## config.mk

```make
export PLATFORM = sky130hd
export DESIGN_NAME = pc_gen
export DESIGN_NICKNAME = d
export VERILOG_FILES = /design/src/rtl/pc_gen_pkg.sv /design/src/rtl/pc_redir_arb.sv /design/src/rtl/pc_gen.sv
export SDC_FILE = /design/constraint.sdc
export NUM_CORES = 1
export LEC_CHECK = 0
export ABC_AREA = 1
export ABC_CLOCK_PERIOD_IN_PS = 1750
export BUFFER_PORTS_ARGS = -buffer_cell sky130_fd_sc_hd__buf_2
export CORE_MARGIN = 5
export CORE_UTILIZATION = 44
export CTS_BUF_LIST = sky130_fd_sc_hd__clkbuf_8
export CTS_CLUSTER_DIAMETER = 50
export DETAILED_ROUTE_END_ITERATION = 12
export PLACE_DENSITY = 0.66
export SYNTH_ARGS = -nofsm -noshare
export SYNTH_HDL_FRONTEND = slang
export SYNTH_SLANG_ARGS = --single-unit
```

## constraint.sdc

```tcl
create_clock -name clk -period 1.75 [get_ports clk]
set_input_delay 0.35 -clock clk [delete_from_list [all_inputs] [get_ports clk]]
set_output_delay 0.35 -clock clk [all_outputs]
set_load 0.05 [all_outputs]
```

## src/rtl/pc_gen_pkg.sv

```systemverilog
// pc_gen_pkg: types and constants shared by the program-counter generator.
//
//   PC_W_MAX          widest PC the redirect record can carry (targets of a
//                     narrower core are zero-extended into it).
//   RESET_PC_DEFAULT  default boot vector.
//   redirect_t        one redirect channel: request flag plus target address.
//   idx_width()       width of a channel index; never narrower than one bit.
package pc_gen_pkg;

  localparam int          PC_W_MAX         = 64;
  localparam logic [63:0] RESET_PC_DEFAULT = 64'h0000_0000_8000_0000;

  typedef struct packed {
    logic                valid;
    logic [PC_W_MAX-1:0] target;
  } redirect_t;

  function automatic int idx_width(input int n);
    return (n > 1) ? $clog2(n) : 1;
  endfunction

endpackage

```

## src/rtl/pc_redir_arb.sv

```systemverilog
// pc_redir_arb: combinational fixed-priority arbiter over the redirect
// channels. Channel 0 has the highest priority.
//
//   redir       in   N_REDIR redirect records (valid + target)
//   win_valid   out  at least one channel is requesting
//   win_idx     out  index of the winning channel (0 when none)
//   win_target  out  target of the winning channel (0 when none)
module pc_redir_arb
  import pc_gen_pkg::*;
#(
  parameter int N_REDIR = 2,
  parameter int IDX_W   = idx_width(N_REDIR)
) (
  input  redirect_t [N_REDIR-1:0] redir,
  output logic                    win_valid,
  output logic [IDX_W-1:0]        win_idx,
  output logic [PC_W_MAX-1:0]     win_target
);

  // seen[i] is set when any channel below i is requesting, so the grant
  // vector is one-hot (or empty) by construction.
  logic [N_REDIR:0]   seen;
  logic [N_REDIR-1:0] grant;

  assign seen[0] = 1'b0;

  generate
    for (genvar gi = 0; gi < N_REDIR; gi++) begin : g_chan
      assign seen[gi+1] = seen[gi] | redir[gi].valid;
      assign grant[gi]  = redir[gi].valid & ~seen[gi];
    end
  endgenerate

  assign win_valid = seen[N_REDIR];

  // Grant is one-hot, so OR-ing the granted fields selects the winner
  // without building a priority mux chain.
  always_comb begin
    win_idx    = '0;
    win_target = '0;
    for (int i = 0; i < N_REDIR; i++) begin
      if (grant[i]) begin
        win_idx    = win_idx | IDX_W'(i);
        win_target = win_target | redir[i].target;
      end
    end
  end

endmodule

```

## src/rtl/pc_gen.sv

```systemverilog
// pc_gen: registered program-counter generator at the head of fetch.
//
//   clk            in   clock
//   reset          in   synchronous active-high reset
//   redir_valid    in   per-channel redirect pulse (channel 0 highest priority)
//   redir_target   in   per-channel redirect target
//   stall_mem      in   memory-stage hazard, hold the PC
//   stall_exe      in   execute-stage hazard, hold the PC
//   stall_dec      in   decode/fetch hazard, hold the PC
//   ireq_valid     out  fetch request valid
//   ireq_addr      out  fetch address (the current PC)
//   ireq_ready     in   instruction memory accepts the request
//   move           out  the PC register updates at the end of this cycle
//   redir_pending  out  a redirect is parked in the pending buffer
//
// A redirect arriving while the PC must hold is parked in a one-entry
// buffer. A later redirect replaces it only if it has equal or higher
// priority, so the most urgent redirect always survives the hold.
module pc_gen
  import pc_gen_pkg::*;
#(
  parameter int               XLEN       = 64,
  parameter logic [XLEN-1:0]  RESET_PC   = XLEN'(RESET_PC_DEFAULT),
  parameter int               N_REDIR    = 2,
  parameter int               INST_BYTES = 4
) (
  input  logic                          clk,
  input  logic                          reset,
  input  logic [N_REDIR-1:0]            redir_valid,
  input  logic [N_REDIR-1:0][XLEN-1:0]  redir_target,
  input  logic                          stall_mem,
  input  logic                          stall_exe,
  input  logic                          stall_dec,
  output logic                          ireq_valid,
  output logic [XLEN-1:0]               ireq_addr,
  input  logic                          ireq_ready,
  output logic                          move,
  output logic                          redir_pending
);

  localparam int IDX_W = idx_width(N_REDIR);

  // ------------------------------------------------------------------
  // State
  // ------------------------------------------------------------------
  logic [XLEN-1:0]  pc_q,          pc_d;
  logic             ireq_valid_q,  ireq_valid_d;
  logic             pend_valid_q,  pend_valid_d;
  logic [IDX_W-1:0] pend_idx_q,    pend_idx_d;
  logic [XLEN-1:0]  pend_target_q, pend_target_d;

  // ------------------------------------------------------------------
  // Redirect arbitration
  // ------------------------------------------------------------------
  redirect_t [N_REDIR-1:0] redir;
  logic                    win_valid;
  logic [IDX_W-1:0]        win_idx;
  logic [PC_W_MAX-1:0]     win_target_w;
  logic [XLEN-1:0]         win_target;

  generate
    for (genvar gi = 0; gi < N_REDIR; gi++) begin : g_pack
      assign redir[gi].valid  = redir_valid[gi];
      assign redir[gi].target = PC_W_MAX'(redir_target[gi]);
    end
  endgenerate

  pc_redir_arb #(
    .N_REDIR (N_REDIR),
    .IDX_W   (IDX_W)
  ) u_arb (
    .redir      (redir),
    .win_valid  (win_valid),
    .win_idx    (win_idx),
    .win_target (win_target_w)
  );

  assign win_target = win_target_w[XLEN-1:0];

  // ------------------------------------------------------------------
  // Outputs
  // ------------------------------------------------------------------
  logic hold;
  logic move_c;

  // The request flag is registered, but reset must silence it in the same
  // cycle reset is seen, hence the combinational gate.
  assign ireq_valid    = ireq_valid_q & ~reset;
  assign ireq_addr     = pc_q;
  assign redir_pending = pend_valid_q;
  assign move          = move_c & ~reset;

  // An unaccepted request also holds, which keeps ireq_addr stable until
  // the memory takes it.
  assign hold = stall_mem | stall_exe | stall_dec | (ireq_valid & ~ireq_ready);

  // ------------------------------------------------------------------
  // Next-state logic
  // ------------------------------------------------------------------
  logic new_wins;

  // The new winner beats the parked redirect on equal or better priority;
  // on a tie the newer redirect is the one that reflects current state.
  assign new_wins = win_valid & (~pend_valid_q | (win_idx <= pend_idx_q));

  always_comb begin
    pc_d          = pc_q;
    ireq_valid_d  = 1'b1;
    pend_valid_d  = pend_valid_q;
    pend_idx_d    = pend_idx_q;
    pend_target_d = pend_target_q;
    move_c        = 1'b0;

    // The first cycle out of reset issues no request and keeps RESET_PC.
    if (ireq_valid_q) begin
      if (hold) begin
        if (new_wins) begin
          pend_valid_d  = 1'b1;
          pend_idx_d    = win_idx;
          pend_target_d = win_target;
        end
      end else begin
        move_c       = 1'b1;
        pend_valid_d = 1'b0;
        if (new_wins) begin
          pc_d = win_target;
        end else if (pend_valid_q) begin
          pc_d = pend_target_q;
        end else begin
          pc_d = pc_q + XLEN'(INST_BYTES);
        end
      end
    end
  end

  always_ff @(posedge clk) begin
    if (reset) begin
      pc_q          <= RESET_PC;
      ireq_valid_q  <= 1'b0;
      pend_valid_q  <= 1'b0;
      pend_idx_q    <= '0;
      pend_target_q <= '0;
    end else begin
      pc_q          <= pc_d;
      ireq_valid_q  <= ireq_valid_d;
      pend_valid_q  <= pend_valid_d;
      pend_idx_q    <= pend_idx_d;
      pend_target_q <= pend_target_d;
    end
  end

endmodule

```

After elaboration in Yosys (flattened, before gate mapping)
Cells that the tools add are included.
{ "totals": {"reg_bits": 131, "latch_bits": 0, "ram_bits": 0, "romBits": 0, "input_bits": 136, "out_inout_bits": 67, "word_cells": 37, "memories": 0} }
{ "classes": {"n_addsub": 1, "mul": 0, "div_mod_pow": 0, "magnitude_cmp": 1, "n_eq_ne": 1, "shifts": 0, "muxes": 10, "bitwise_logic": 16, "reduce_logical": 3} }
{ "op_table": {"columns": ["operator", "n"], "rows": [
  ["2-to-1 mux 64 bit", 4],
  ["adder 64 x 3 -> 64 bit (second input constant)", 1],
  ["OR 64 bit", 1],
  ["2-to-1 mux 1 bit", 6],
  ["bitwise AND 1 bit", 5],
  ["inverter 1 bit", 5],
  ["OR 1 bit", 5],
  ["AND reduction 2 bit", 2],
  ["AND reduction 3 bit", 1],
  ["!= test 2 x 1 -> 1 bit (second input constant)", 1],
  ["less-or-equal comparator 1 bit", 1]
]} }

Longest topological paths before layout
Gate-level depths: netlist of run 1.
{ "logic_depth": {"depth_word": 8, "ltp_mapped": 11, "mapped_depth_nobuf": 11} }

Hierarchy
A second synthesis of run 1 with hierarchy kept.
{ "hier_totals": {"hier_cells": 1466, "hier_area_um2": 8717.1} }
{ "modules_own_cells": {"columns": ["module", "n_inst", "cells_per_inst", "area_per_inst_um2", "seq_area_each_um2"], "rows": [
  ["pc_gen", 1, 1249, 7741.2, 2622.5],
  ["pc_redir_arb", 1, 217, 975.9, 0.0]
]} }

Worst setup path before layout of run 1
OpenSTA, ideal clock, no wires.
{ "synth_path": {"path_kind": "input-to-output", "startpoint": "input reset", "endpoint": "output move", "arrival_time_ps": 1805, "required_ps": 1400, "slack_ps": -405, "cell_stages": 8, "path_buffers": 2, "path_cell_list": "buf_2 nor2_2 nand2_1 nand3_1 inv_2 nand2_1 buf_2 inv_1"} }
{ "synth_via": {"elab_chain_cells": 7} }
{ "synth_lines": {"columns": ["item", "line", "source"], "rows": [
  ["from (decl)", "pc_gen.sv:28", "input logic reset,"],
  ["inverter 1 bit", "pc_gen.sv:88", "assign ireq_valid = ireq_valid_q & ~reset;"],
  ["bitwise AND 1 bit", "pc_gen.sv:88", null],
  ["named net ireq_valid", "pc_gen.sv:34", "output logic ireq_valid,"],
  ["bitwise AND 1 bit", "pc_gen.sv:95", "assign hold = stall_mem | stall_exe | stall_dec | (ireq_valid & ~ireq_ready);"],
  ["OR 1 bit", "pc_gen.sv:95", null],
  ["2-to-1 mux 1 bit", "pc_gen.sv:116", "if (hold) begin"],
  ["2-to-1 mux 1 bit", "pc_gen.sv:115", "if (ireq_valid_q) begin"],
  ["bitwise AND 1 bit", "pc_gen.sv:91", "assign move = move_c & ~reset;"],
  ["to (decl)", "pc_gen.sv:37", "output logic move,"]
]} }
The timed path passes the listed nets, and every way through them passes these cells.

Final worst setup path of run 1
{ "layout_path": {"startpoint": "register ireq_valid_q", "endpoint": "output move"} }
{ "layout_via": {"elab_chain_cells": 6} }
{ "layout_lines": {"columns": ["item", "line", "source"], "rows": [
  ["from (decl)", "pc_gen.sv:47", "logic ireq_valid_q, ireq_valid_d;"],
  ["from (signal assigned)", "pc_gen.sv:145", "ireq_valid_q <= ireq_valid_d;"],
  ["bitwise AND 1 bit", "pc_gen.sv:88", null],
  ["bitwise AND 1 bit", "pc_gen.sv:95", null],
  ["OR 1 bit", "pc_gen.sv:95", null],
  ["2-to-1 mux 1 bit", "pc_gen.sv:116", null],
  ["2-to-1 mux 1 bit *", "pc_gen.sv:115", null],
  ["bitwise AND 1 bit *", "pc_gen.sv:91", null]
]} }
Mark *: on every way between the ends. The rest lies on a longest branch, timed or not.

==> results.md, run 1 <==
| Quantity | Value | Unit |
| --- | --- | --- |
| Adder-cell share of the synthesized area | 0.001461 | - |
| Max-slew headroom at the worst pin | 0.5808 | - |
| Number of storage elements in the synthesis netlist | 131 | - |
| Required time at the worst-slack endpoint | 1.40 | ns |
| DRC errors left | 0 | - |
| CTS H-Tree Depth | 4 | - |
| Cell variety after synth | 35 | - |
| Fin cells | 1957 | - |
| Synthesis Warnings | 0 | - |
| Final worst path period share | 1.041 | - |
| Vias in the first global route | 9520 | - |
| Area of the multi-input gates | 5464 | µm² |
| Total number of vias | 10463 | - |
| GRT Overall Usage | 0.2894 | - |
| Clock period minus final worst setup slack | 1.821 | ns |
| Cell count after placement | 1907 | - |
| Hold Buf Count CTS | 0 | - |
| Maximum net fanout on the critical path | 2 | - |
| Number of DRC violations after detailed-routing iteration 0 | 809 | - |
| TritonCTS clock tree | yes | - |
| Total overflow reported by the global router | 0 | - |
| NumNets Final | 1817 | - |
| ANT nets after route | 0 | - |
| Antenna violations before repair | 0 | - |
| Clock Root Buffer | sky130_fd_sc_hd__clkbuf_8 | - |
| Die Outline Area | 22350 | µm² |
| Most common cell after layout, fill and taps aside | sky130_fd_sc_hd__nand2_1 | - |
| Commonest non-fill, non-tap cells in the layout | sky130_fd_sc_hd__nand2_1, sky130_fd_sc_hd__nor2_1, sky130_fd_sc_hd__buf_2, sky130_fd_sc_hd__a21oi_1, sky130_fd_sc_hd__o21ai_0 | - |
| Basic-gate share of the synthesized area counting and, or, nand and nor cells | 0.2978 | - |
| Input/output buffers | 202 | - |
| Count of pins on the block boundary | 203 | - |
| Starting Density | 0.4428 | - |
| Half-perimeter wire length of the detailed placement result | 25.16 | mm |
| Sequential fraction of the synthesis area | 0.3063 | - |
| Wire length per cell after detailed routing | 17.30 | µm |
| Run status | finished, violations left | - |
| Wire length of the first global-routing pass | 50.89 | mm |
| Setup clock skew after layout | 0.01634 | ns |
| Total design power | 7.572 | mW |
| Leakage | 5.439 | nW |
| Crit path DAT | 1.47 | ns |
| Layout overhead on the synthesized area | 37.64 | % |
| Slew @ Worst Pin | 0.6287 | ns |
| Average size of a mapped cell | 6.236 | µm² |
| Pwr/cell area | 642.5 | nW/µm² |
| Kind of end point of the critical path | output port | - |
| Hold Crit Class | input pin to register | - |
| Xor and xnor area share after synthesis | 0.02762 | - |
| Peak VDD IR | 0.4394 | mV |
| DIE WIDTH | 149.5 | µm |
| Vertical die dimension | 149.5 | µm |
| Slew Viols, Final | 0 | - |
| Core region area | 19330 | µm² |
| Final count of hold timing violations | 0 | - |
| Num CTS Buffers | 17 | - |
| Complex-gate fraction of the synthesized area | 0.2717 | - |
| Post-Synthesis Cell Area | 8562 | µm² |
| Detailed-routing iteration count for the pre-antenna-repair pass | 6 | - |
| Critical path start-end classification | register to output port | - |
| Final worst setup slack | -0.07131 | ns |
| Largest net degree at the start of global routing | 86 | - |
| CTS max path bufs | 2 | - |
| Placement Rows | 51 | - |
| Worst-path clk slew | 0.08 | ns |
| Global placer's final weighted congestion | 1.073 | - |
| Detail-routed via count per cell | 5.346 | - |
| Number of antenna repair diodes | 0 | - |
| Multiplexer area fraction after synthesis | 0 | - |
| Pre-CTS setup slack | -0.1202 | ns |
| Storage element area | 2679 | µm² |
| Clock sink count | 131 | - |
| Kind of start point of the critical path | register | - |
| Total Routed Length | 33.86 | mm |
| Sum of negative setup slack | -0.07131 | ns |
| Number of cells produced by synthesis | 1373 | - |
| Maximum Capacitance Violations | 0 | - |
| Achievable frequency | 549.1 | MHz |
| Fraction of final layout cells with drive strength greater than 1 | 0.3257 | - |
| Violated checks | negative setup slack | - |
| Combinational family with the most area after synthesis | simple AND/OR/NAND/NOR gates | - |
| Number of endpoints failing setup at the final stage | 1 | - |
| Synthesized Nets | 1510 | - |
| Layout filler cell count | 1915 | - |
| Setup repair after global routing missed its margin | true | - |
| Post-route core utilization | 0.6095 | - |
| Insertion delay of the later-clocked pin in the worst-skew pair | 0.47 | ns |
==> state kept, by name (all words and copies together), names as in the netlist <==
| name | count |
|---|---|
| ireq_addr | 64 |
| ireq_valid_q | 1 |
| pend_idx_q | 1 |
| pend_target_q | 64 |
| redir_pending | 1 |
==> metrics by stage <==
stage               hold WS [ns]  instance area [µm²]
global route              0.2560                11790
CTS                       0.2192                11300
finish                    0.2310                11790
global placement          0.4360                10820
detailed placement        0.4340                10820
floorplan                 0.4297                 8637
==> final timing paths <==
kind / from / endpoint / slack, ns / cells past startpoint
worst max-delay path: ireq_valid_q / move / -0.07 / 8
worst min-delay path: redir_target[65] / pend_target_q[1] / 0.23 / 5
worst max register to register: ireq_addr[14] / ireq_addr[26] / 0.01 / 9
worst min register to register: ireq_addr[0] / ireq_addr[0] / 0.44 / 2
==> layout make-up <==
type | instances | share of cell area
flip-flops and latches | 131 | 0.2273
clock buffers | 19 | 0.02219
clock inverters | 12 | 0.01136
well taps | 265 | 0.02813
multi-input cells | 1046 | 0.4636
repair buffers | 366 | 0.2090
inverters | 118 | 0.03833
==> worst max-delay path, cell delays in order, from the launching register on <==
cell	delay, ns
sky130_fd_sc_hd__dfxtp_2	0.34
sky130_fd_sc_hd__inv_2	0.05
sky130_fd_sc_hd__nor2_4	0.08
sky130_fd_sc_hd__nand2_2	0.05
sky130_fd_sc_hd__nand3_2	0.07
sky130_fd_sc_hd__inv_2	0.05
sky130_fd_sc_hd__nand2_4	0.10
sky130_fd_sc_hd__clkinvlp_4	0.10
sky130_fd_sc_hd__buf_8	0.15
==> power by group <==
group	total, mW	switching, mW	internal, mW
registers	3.27	0.110	3.16
clock network	2.67	1.34	1.33
logic	1.64	1.01	0.623
total	7.57	2.46	5.11
==> repair_timing <==
item,4_1_cts,5_1_grt
hold endpoints to repair,0,0
pin swaps,5,20
resized for setup,15,121
setup buffers,7,12
endpoints found under the setup margin,6,105
cloned,0,2
==> cells in the mapped netlist <==
cell	number	area (µm²)
sky130_fd_sc_hd__clkbuf_2	1	5.000
sky130_fd_sc_hd__nand3_1	66	330.3
sky130_fd_sc_hd__buf_4	5	37.54
sky130_fd_sc_hd__o21bai_1	2	15.01
sky130_fd_sc_hd__nor2_1	260	975.9
sky130_fd_sc_hd__inv_1	112	420.4
sky130_fd_sc_hd__o21ai_0	160	800.8
sky130_fd_sc_hd__nor2_8	1	20.02
sky130_fd_sc_hd__clkbuf_1	41	153.9
sky130_fd_sc_hd__xor2_1	16	140.1
sky130_fd_sc_hd__nand2_2	9	56.30
sky130_fd_sc_hd__o22ai_1	2	12.51
sky130_fd_sc_hd__buf_1	1	3.750
sky130_fd_sc_hd__nand2_4	2	22.52
sky130_fd_sc_hd__a21boi_1	14	105.1
sky130_fd_sc_hd__a22o_1	60	525.5
sky130_fd_sc_hd__nand4_1	14	87.58
sky130_fd_sc_hd__nor2_4	7	78.83
sky130_fd_sc_hd__or2_1	1	6.260
sky130_fd_sc_hd__ha_1	1	12.51
sky130_fd_sc_hd__nand3_2	1	10.01
sky130_fd_sc_hd__buf_2	27	135.1
sky130_fd_sc_hd__nand2_1	239	897.1
sky130_fd_sc_hd__inv_4	1	6.260
sky130_fd_sc_hd__o21ai_1	4	20.02
sky130_fd_sc_hd__o32ai_1	1	8.760
sky130_fd_sc_hd__o211ai_1	6	45.04
sky130_fd_sc_hd__nor3_1	3	15.01
sky130_fd_sc_hd__o21a_1	1	7.510
sky130_fd_sc_hd__inv_2	5	18.77
sky130_fd_sc_hd__nor2_2	8	50.05
sky130_fd_sc_hd__buf_6	3	33.78
sky130_fd_sc_hd__xnor2_1	11	96.34
sky130_fd_sc_hd__dfxtp_1	131	2623
sky130_fd_sc_hd__a21oi_1	157	785.8
==> cells by family after synthesis <==
family,after synthesis
and+or+nand+nor,611
AOI/OAI and AO/OA,407
buffers and inverters,196
DFF,131
xor gates and xnor gates,27
adders and majority gates,1
==> routing by layer <==
metal,GRT usage,wire length (µm),share of wire
met1,0.4063,15130,0.45
met2,0.4541,15160,0.45
met3,0.04815,2632,0.078
met4,0.09474,945,0.028
met5,0,0,0
Power figures use the tool's default switching activity.
==> run 2, diff against run 1 <==
--- a/config.mk
+++ b/config.mk
@@ -5,7 +5,6 @@
 export SDC_FILE = /design/constraint.sdc
 export NUM_CORES = 1
 export LEC_CHECK = 0
-export ABC_AREA = 1
 export ABC_CLOCK_PERIOD_IN_PS = 1750
 export BUFFER_PORTS_ARGS = -buffer_cell sky130_fd_sc_hd__buf_2
 export CORE_MARGIN = 5
@@ -13,7 +12,7 @@
 export CTS_BUF_LIST = sky130_fd_sc_hd__clkbuf_8
 export CTS_CLUSTER_DIAMETER = 50
 export DETAILED_ROUTE_END_ITERATION = 12
-export PLACE_DENSITY = 0.66
+export PLACE_DENSITY = 0.67
 export SYNTH_ARGS = -nofsm -noshare
 export SYNTH_HDL_FRONTEND = slang
 export SYNTH_SLANG_ARGS = --single-unit
==> results.md, run 2 <==
| Quantity | Value | Unit |
| --- | --- | --- |
| Number of antenna repair diodes | 0 | - |
| Cell types with the highest counts after synthesis | sky130_fd_sc_hd__nand2_1, sky130_fd_sc_hd__nor2_1, sky130_fd_sc_hd__dfxtp_1 | - |
| Total non-filler cell area in the finished layout | 12780 | µm² |
| Clock sink count | 131 | - |
| Cell count after placement | 1770 | - |
| Most common cell after layout, fill and taps aside | sky130_fd_sc_hd__buf_4 | - |
| Setup repair after global routing missed its margin | true | - |
| ANT nets after route | 0 | - |
| Input/output buffers | 202 | - |
| Synthesis Warnings | 0 | - |
| Violated checks | negative setup slack | - |
| Number of storage elements in the synthesis netlist | 131 | - |
| Setup clock skew after layout | 0.01335 | ns |
| GRT Overall Usage | 0.3011 | - |
| Core region area | 17960 | µm² |
| Detail-routed via count per cell | 5.780 | - |
| Count of pins on the block boundary | 203 | - |
| Final worst path period share | 1.280 | - |
| Final worst setup slack | -0.4892 | ns |
| Required time at the worst-slack endpoint | 2.10 | ns |
| Vias in the first global route | 9475 | - |
| Fraction of final layout cells with drive strength greater than 1 | 0.4296 | - |
| Complex-gate fraction of the synthesized area | 0.2341 | - |
| CTS max path bufs | 2 | - |
| NumNets Final | 1728 | - |
| Fin cells | 1833 | - |
| Placement Rows | 49 | - |
| Async set-or-reset flop fraction in the synthesized netlist | 0 | - |
| Count of flip-flops with a built-in enable after synthesis | 0 | - |
| Clock period minus final worst setup slack | 2.239 | ns |
| Final count of hold timing violations | 0 | - |
| Antenna violations before repair | 0 | - |
| Slew Viols, Final | 0 | - |
| Most frequent cell after synthesis | sky130_fd_sc_hd__nand2_1 | - |
| Pwr/cell area | 617.1 | nW/µm² |
| Number of endpoints failing setup at the final stage | 48 | - |
| Kind of end point of the critical path | register | - |
| DIE WIDTH | 145.3 | µm |
| Run status | finished, violations left | - |
| Achievable frequency | 446.6 | MHz |
| Largest net degree at the start of global routing | 77 | - |
| Max-slew headroom at the worst pin | 0.6085 | - |
| Hold Buf Count CTS | 0 | - |
| Total overflow reported by the global router | 0 | - |
| Die Outline Area | 21100 | µm² |
| Vertical die dimension | 145.3 | µm |
| Commonest non-fill, non-tap cells in the layout | sky130_fd_sc_hd__buf_4, sky130_fd_sc_hd__buf_2, sky130_fd_sc_hd__nand2_1, sky130_fd_sc_hd__nor2_1, sky130_fd_sc_hd__a21oi_1 | - |
| Number of cells produced by synthesis | 1191 | - |
| Total Routed Length | 34.72 | mm |
| DRC errors left | 0 | - |
| Dominant register cell in the synthesized netlist | sky130_fd_sc_hd__dfxtp_1 | - |
| Maximum net fanout on the critical path | 6 | - |
| Starting Density | 0.4481 | - |
| Adder-cell share of the synthesized area | 0.001554 | - |
| Biggest area consumer among synthesized cells | sky130_fd_sc_hd__dfxtp_1 | - |
| Clock Root Buffer | sky130_fd_sc_hd__clkbuf_8 | - |
| Worst-path clk slew | 0.08 | ns |
| Critical path start-end classification | register to register | - |
| Slew @ Worst Pin | 0.5872 | ns |
| Yosys top cell area share | 0.3258 | - |
| Highest cell delay on the worst timing path | 0.35 | ns |
| Total number of vias | 10595 | - |
| Sequential fraction of the synthesis area | 0.3258 | - |
| Half-perimeter wire length of the detailed placement result | 24.14 | mm |
| Basic-gate share of the synthesized area counting and, or, nand and nor cells | 0.3297 | - |
| Crit path DAT | 2.59 | ns |
| Combinational family with the most area after synthesis | simple AND/OR/NAND/NOR gates | - |
| Pre-CTS setup slack | -0.4326 | ns |
| Wire length of the first global-routing pass | 52.07 | mm |
| Wire length per cell after detailed routing | 18.94 | µm |
| Standard cell area after detailed placement | 11330 | µm² |
| Cell variety after synth | 65 | - |
| Post-Synthesis Cell Area | 8050 | µm² |
| Layout overhead on the synthesized area | 58.81 | % |
| CTS H-Tree Depth | 4 | - |
| Synthesized Nets | 1328 | - |
| Most area-consuming cells after synthesis | sky130_fd_sc_hd__dfxtp_1, sky130_fd_sc_hd__nand2_1, sky130_fd_sc_hd__nor2_1 | - |
| Peak VDD IR | 0.4953 | mV |
| Kind of start point of the critical path | register | - |
| Ordered cell list for the critical path | and4_4, buf_4, buf_6, and4_4, nand4_1, buf_6, buf_4, o31ai_4, a21oi_1, nor4_1 | - |
| Number of DRC violations after detailed-routing iteration 0 | 1296 | - |
| Maximum Capacitance Violations | 0 | - |
| Multiplexer area fraction after synthesis | 0.01632 | - |
| Library cell contributing the largest single delay on the critical path | sky130_fd_sc_hd__dfxtp_4 | - |
| Xor and xnor area share after synthesis | 0.02938 | - |
| TritonCTS clock tree | yes | - |
| Hold Crit Class | input pin to register | - |
| Insertion delay of the later-clocked pin in the worst-skew pair | 0.47 | ns |
| Num CTS Buffers | 17 | - |
| Average size of a mapped cell | 6.759 | µm² |
| Detailed-routing iteration count for the pre-antenna-repair pass | 6 | - |
| Global placer's final weighted congestion | 0.9695 | - |
| Leakage | 5.635 | nW |
==> run 2: cell count changes after synthesis, moves of 47 or more <==
cell	delta
sky130_fd_sc_hd__a211oi_1	+47
sky130_fd_sc_hd__a21oi_1	-50
sky130_fd_sc_hd__a22o_1	-59
sky130_fd_sc_hd__inv_1	-94
sky130_fd_sc_hd__nand2_1	-51
sky130_fd_sc_hd__nor2_1	-85
sky130_fd_sc_hd__nor3_1	+90
sky130_fd_sc_hd__o21ai_0	-71
==> run 2: per-stage QoR <==
step | hold WS (ns) | TNS [ns] | power [mW] | util
floorplan | 0.4268 | -10.90 | 4.194 | -
CTS | 0.2576 | -7.201 | 7.770 | 0.6839
global placement | 0.4387 | -9.499 | 5.007 | 0.6310
global route | 0.2944 | -16.27 | 8.197 | 0.7117
detailed placement | 0.4503 | -12.33 | 5.030 | 0.6310
finish | 0.2731 | -11.53 | 7.890 | 0.7117
==> run 2: worst max-delay path, delay by kind of cell (launching register included) <==
| family | cells | cell delay [ns] |
|---|---|---|
| and+or+nand+nor | 4 | 0.92 |
| AOI/OAI and AO/OA | 2 | 0.25 |
| DFF | 1 | 0.35 |
| buffers and inverters | 4 | 0.61 |
==> run 2: power by group <==
part | switching (mW) | total [mW] | internal, mW
Clock | 1.26 | 2.76 | 1.50
Sequential | 0.0836 | 3.19 | 3.10
Combinational | 1.13 | 1.94 | 0.805
Total | 2.48 | 7.89 | 5.41
==> run 2: final timing paths <==
kind                     from                end  slack, ns  cells past startpoint
max reg2reg     ireq_addr[30]      ireq_addr[56]      -0.49                     10
min reg2reg        pend_idx_q         pend_idx_q       0.46                      2
min          redir_target[13]  pend_target_q[13]       0.27                      3
max             ireq_addr[30]      ireq_addr[56]      -0.49                     10
==> run 2: metal layers <==
metal  share of wire  wire length, µm  vias up  global-route usage
li1                -                -     5033                   -
met1            0.43            14890     4852              0.4540
met2            0.43            14980      633              0.4283
met3            0.12             4098       77             0.07671
met4           0.022              758        0             0.07229
met5               0                0        -                   0
==> run 2: cell families (layout without fill, tap and decap cells) <==
family	after synthesis	in the layout
AO/OA/AOI/OAI	312	312
XOR/XNOR	27	27
adder cells (fa/ha/maj)	1	1
buffers and inverters	124	537
flip-flops	131	131
multiplexers	13	13
AND/OR/NAND/NOR	583	583
==> run 2: timing repair <==
action	4_1_cts	5_1_grt
hold endpoints to repair	0	0
gates cloned	1	3
resized for setup	84	87
pin swaps	45	67
setup buffers	19	15
endpoints found under the setup margin	50	86
==> run 2: cell type report <==
cell class	instances	area (µm²)
Clock buffer	20	275.3
Timing Repair Buffer	486	3508
Clock inverter	12	140.1
Sequential cell	131	2763
Inverter	19	71.32
Multi-Input combinational cell	936	5741
Fill cell	1460	5179
Tap cell	229	286.5
==> run 3, diff against run 2 <==
--- a/config.mk
+++ b/config.mk
@@ -12,7 +12,7 @@
 export CTS_BUF_LIST = sky130_fd_sc_hd__clkbuf_8
 export CTS_CLUSTER_DIAMETER = 50
 export DETAILED_ROUTE_END_ITERATION = 12
-export PLACE_DENSITY = 0.67
+export PLACE_DENSITY_LB_ADDON = 0.2
 export SYNTH_ARGS = -nofsm -noshare
 export SYNTH_HDL_FRONTEND = slang
 export SYNTH_SLANG_ARGS = --single-unit
==> results.md, run 3 (synthesis gave the netlist of run 2 again) <==
| Quantity | Value | Unit |
| --- | --- | --- |
| Startpoint of the most critical register-to-register path | ireq_addr[26] | - |
| Leakage | 5.725 | nW |
| Fraction of final layout cells with drive strength greater than 1 | 0.4290 | - |
| Total number of vias | 10683 | - |
| Post-route worst hold slack | 0.2734 | ns |
| Setup clock skew after layout | 0.01885 | ns |
| Hold Crit Class | input pin to register | - |
| Antenna violations before repair | 1 | - |
| Die Outline Area | 21100 | µm² |
| Count of pins on the block boundary | 203 | - |
| DRC errors left | 0 | - |
| Most common cell after layout, fill and taps aside | sky130_fd_sc_hd__buf_4 | - |
| Clock Root Buffer | sky130_fd_sc_hd__clkbuf_8 | - |
| Largest net degree at the start of global routing | 95 | - |
| NumNets Final | 1737 | - |
| Vertical die dimension | 145.3 | µm |
| Final worst path period share | 1.291 | - |
| Maximum Capacitance Violations | 0 | - |
| Detail-routed via count per cell | 5.800 | - |
| Hold path start | redir_target[13] | - |
| Met1 demand-to-capacity share in global routing | 0.4429 | - |
| Violated checks | negative setup slack | - |
| Wire length of the first global-routing pass | 51.50 | mm |
| CTS H-Tree Depth | 4 | - |
| Peak VDD IR | 0.5190 | mV |
| Final count of hold timing violations | 0 | - |
| Commonest non-fill, non-tap cells in the layout | sky130_fd_sc_hd__buf_4, sky130_fd_sc_hd__buf_2, sky130_fd_sc_hd__nand2_1, sky130_fd_sc_hd__nor2_1, sky130_fd_sc_hd__a21oi_1 | - |
| Slew @ Worst Pin | 0.6784 | ns |
| Vias in the first global route | 9555 | - |
| Maximum net fanout on the critical path | 9 | - |
| Achievable frequency | 442.7 | MHz |
| Required time at the worst-slack endpoint | 2.12 | ns |
| Total Routed Length | 35.11 | mm |
| CTS max path bufs | 2 | - |
| GR met3 Demand/Resource | 0.07515 | - |
| Number of antenna repair diodes | 0 | - |
| Final worst setup slack | -0.5086 | ns |
| Clock period minus final worst setup slack | 2.259 | ns |
| Layout filler cell count | 1384 | - |
| Max-slew headroom at the worst pin | 0.5430 | - |
| TritonCTS clock tree | yes | - |
| Cell count after placement | 1763 | - |
| Input/output buffers | 202 | - |
| Crit path DAT | 2.63 | ns |
| Detailed-routing iteration count for the pre-antenna-repair pass | 5 | - |
| Worst-path clk slew | 0.08 | ns |
| Most used routing layer | met1 | - |
| Placement Rows | 49 | - |
| Critical path launch point | ireq_addr[26] | - |
| Total overflow reported by the global router | 0 | - |
| Insertion delay of the later-clocked pin in the worst-skew pair | 0.48 | ns |
| Fin cells | 1842 | - |
| Wire length per cell after detailed routing | 19.06 | µm |
| Standard cell area after detailed placement | 11310 | µm² |
| Clock sink count | 131 | - |
| Setup repair after global routing missed its margin | true | - |
| DIE WIDTH | 145.3 | µm |
| Run status | finished, violations left | - |
| Slew Viols, Final | 0 | - |
| ANT nets after route | 0 | - |
| Worst hold stages | 3 | - |
| Total non-filler cell area in the finished layout | 12980 | µm² |
| Layout overhead on the synthesized area | 61.24 | % |
| Met2 layer usage reported by global route | 0.4211 | - |
| GRT Overall Usage | 0.2966 | - |
| Pre-CTS setup slack | -0.4216 | ns |
| Kind of end point of the critical path | register | - |
| Global placer's final weighted congestion | 0.9537 | - |
| Pwr/cell area | 618.9 | nW/µm² |
| Number of endpoints failing setup at the final stage | 55 | - |
| Number of DRC violations after detailed-routing iteration 0 | 1315 | - |
| Kind of start point of the critical path | register | - |
| Area of the multi-input gates | 5756 | µm² |
| R2R depth | 7 | - |
| Half-perimeter wire length of the detailed placement result | 23.81 | mm |
| Critical path start-end classification | register to register | - |
| Core region area | 17960 | µm² |
| Num CTS Buffers | 17 | - |
| Starting Density | 0.4481 | - |
| Storage element area | 2764 | µm² |
run 3: changes by cell type in the layout (fill, tap and decap cells not counted), sizes merged:
| cell | delta |
|---|---|
| buf | +8 |
| bufinv | +2 |
| clkbuf | -2 |
| clkinv | +3 |
| clkinvlp | -2 |
run 3: layout make-up:
type / count / share of cell area
multi-input combinational: 936 / 0.4434
timing repair buffer: 495 / 0.2828
sequential: 131 / 0.2129
tap: 229 / 0.02207
clock buffer: 17 / 0.01803
clock inverter: 15 / 0.01523
inverter: 19 / 0.005495
run 3: metal layers:
metal,share of wire,vias to the layer above,wire (µm)
met2,0.43,654,15060
li1,-,5046,-
met3,0.12,82,4045
met4,0.021,0,729
met1,0.44,4901,15280
met5,0,-,0
run 3: stage by stage:
step	setup TNS (ns)	total power, mW	util
2_1_floorplan	-10.90	4.194	-
3_3_place_gp	-9.850	4.970	0.6294
3_5_place_dp	-12.45	4.999	0.6294
4_1_cts	-10.16	7.880	0.6904
5_1_grt	-21.09	8.325	0.7226
6_report	-17.46	8.034	0.7226
run 3: worst max-delay path, stage by stage, from the launching register on:
cell	delay [ns]
sky130_fd_sc_hd__dfxtp_4	0.34
sky130_fd_sc_hd__nand4_1	0.15
sky130_fd_sc_hd__buf_4	0.20
sky130_fd_sc_hd__or4_4	0.52
sky130_fd_sc_hd__buf_4	0.22
sky130_fd_sc_hd__nor4_4	0.28
sky130_fd_sc_hd__mux2i_1	0.13
sky130_fd_sc_hd__a221oi_1	0.30
run 3: timing repair:
item	4_1_cts	5_1_grt
resized for setup	112	83
hold buffers	0	0
setup endpoints to repair	54	117
buffers inserted	24	35
pin swaps	69	72
cloned	1	2
run 3: worst paths after layout:
check	end	slack, ns
worst min-delay path	pend_target_q[13]	0.27
worst max register to register	ireq_addr[47]	-0.51
worst max-delay path	ireq_addr[47]	-0.51
worst min register to register	pend_target_q[33]	0.45
run 3: where the power goes:
part           internal [mW]  switching, mW  total, mW
logic                  0.798           1.13       1.93
registers               3.10         0.0870       3.19
clock network           1.66           1.25       2.91
total                   5.56           2.47       8.03
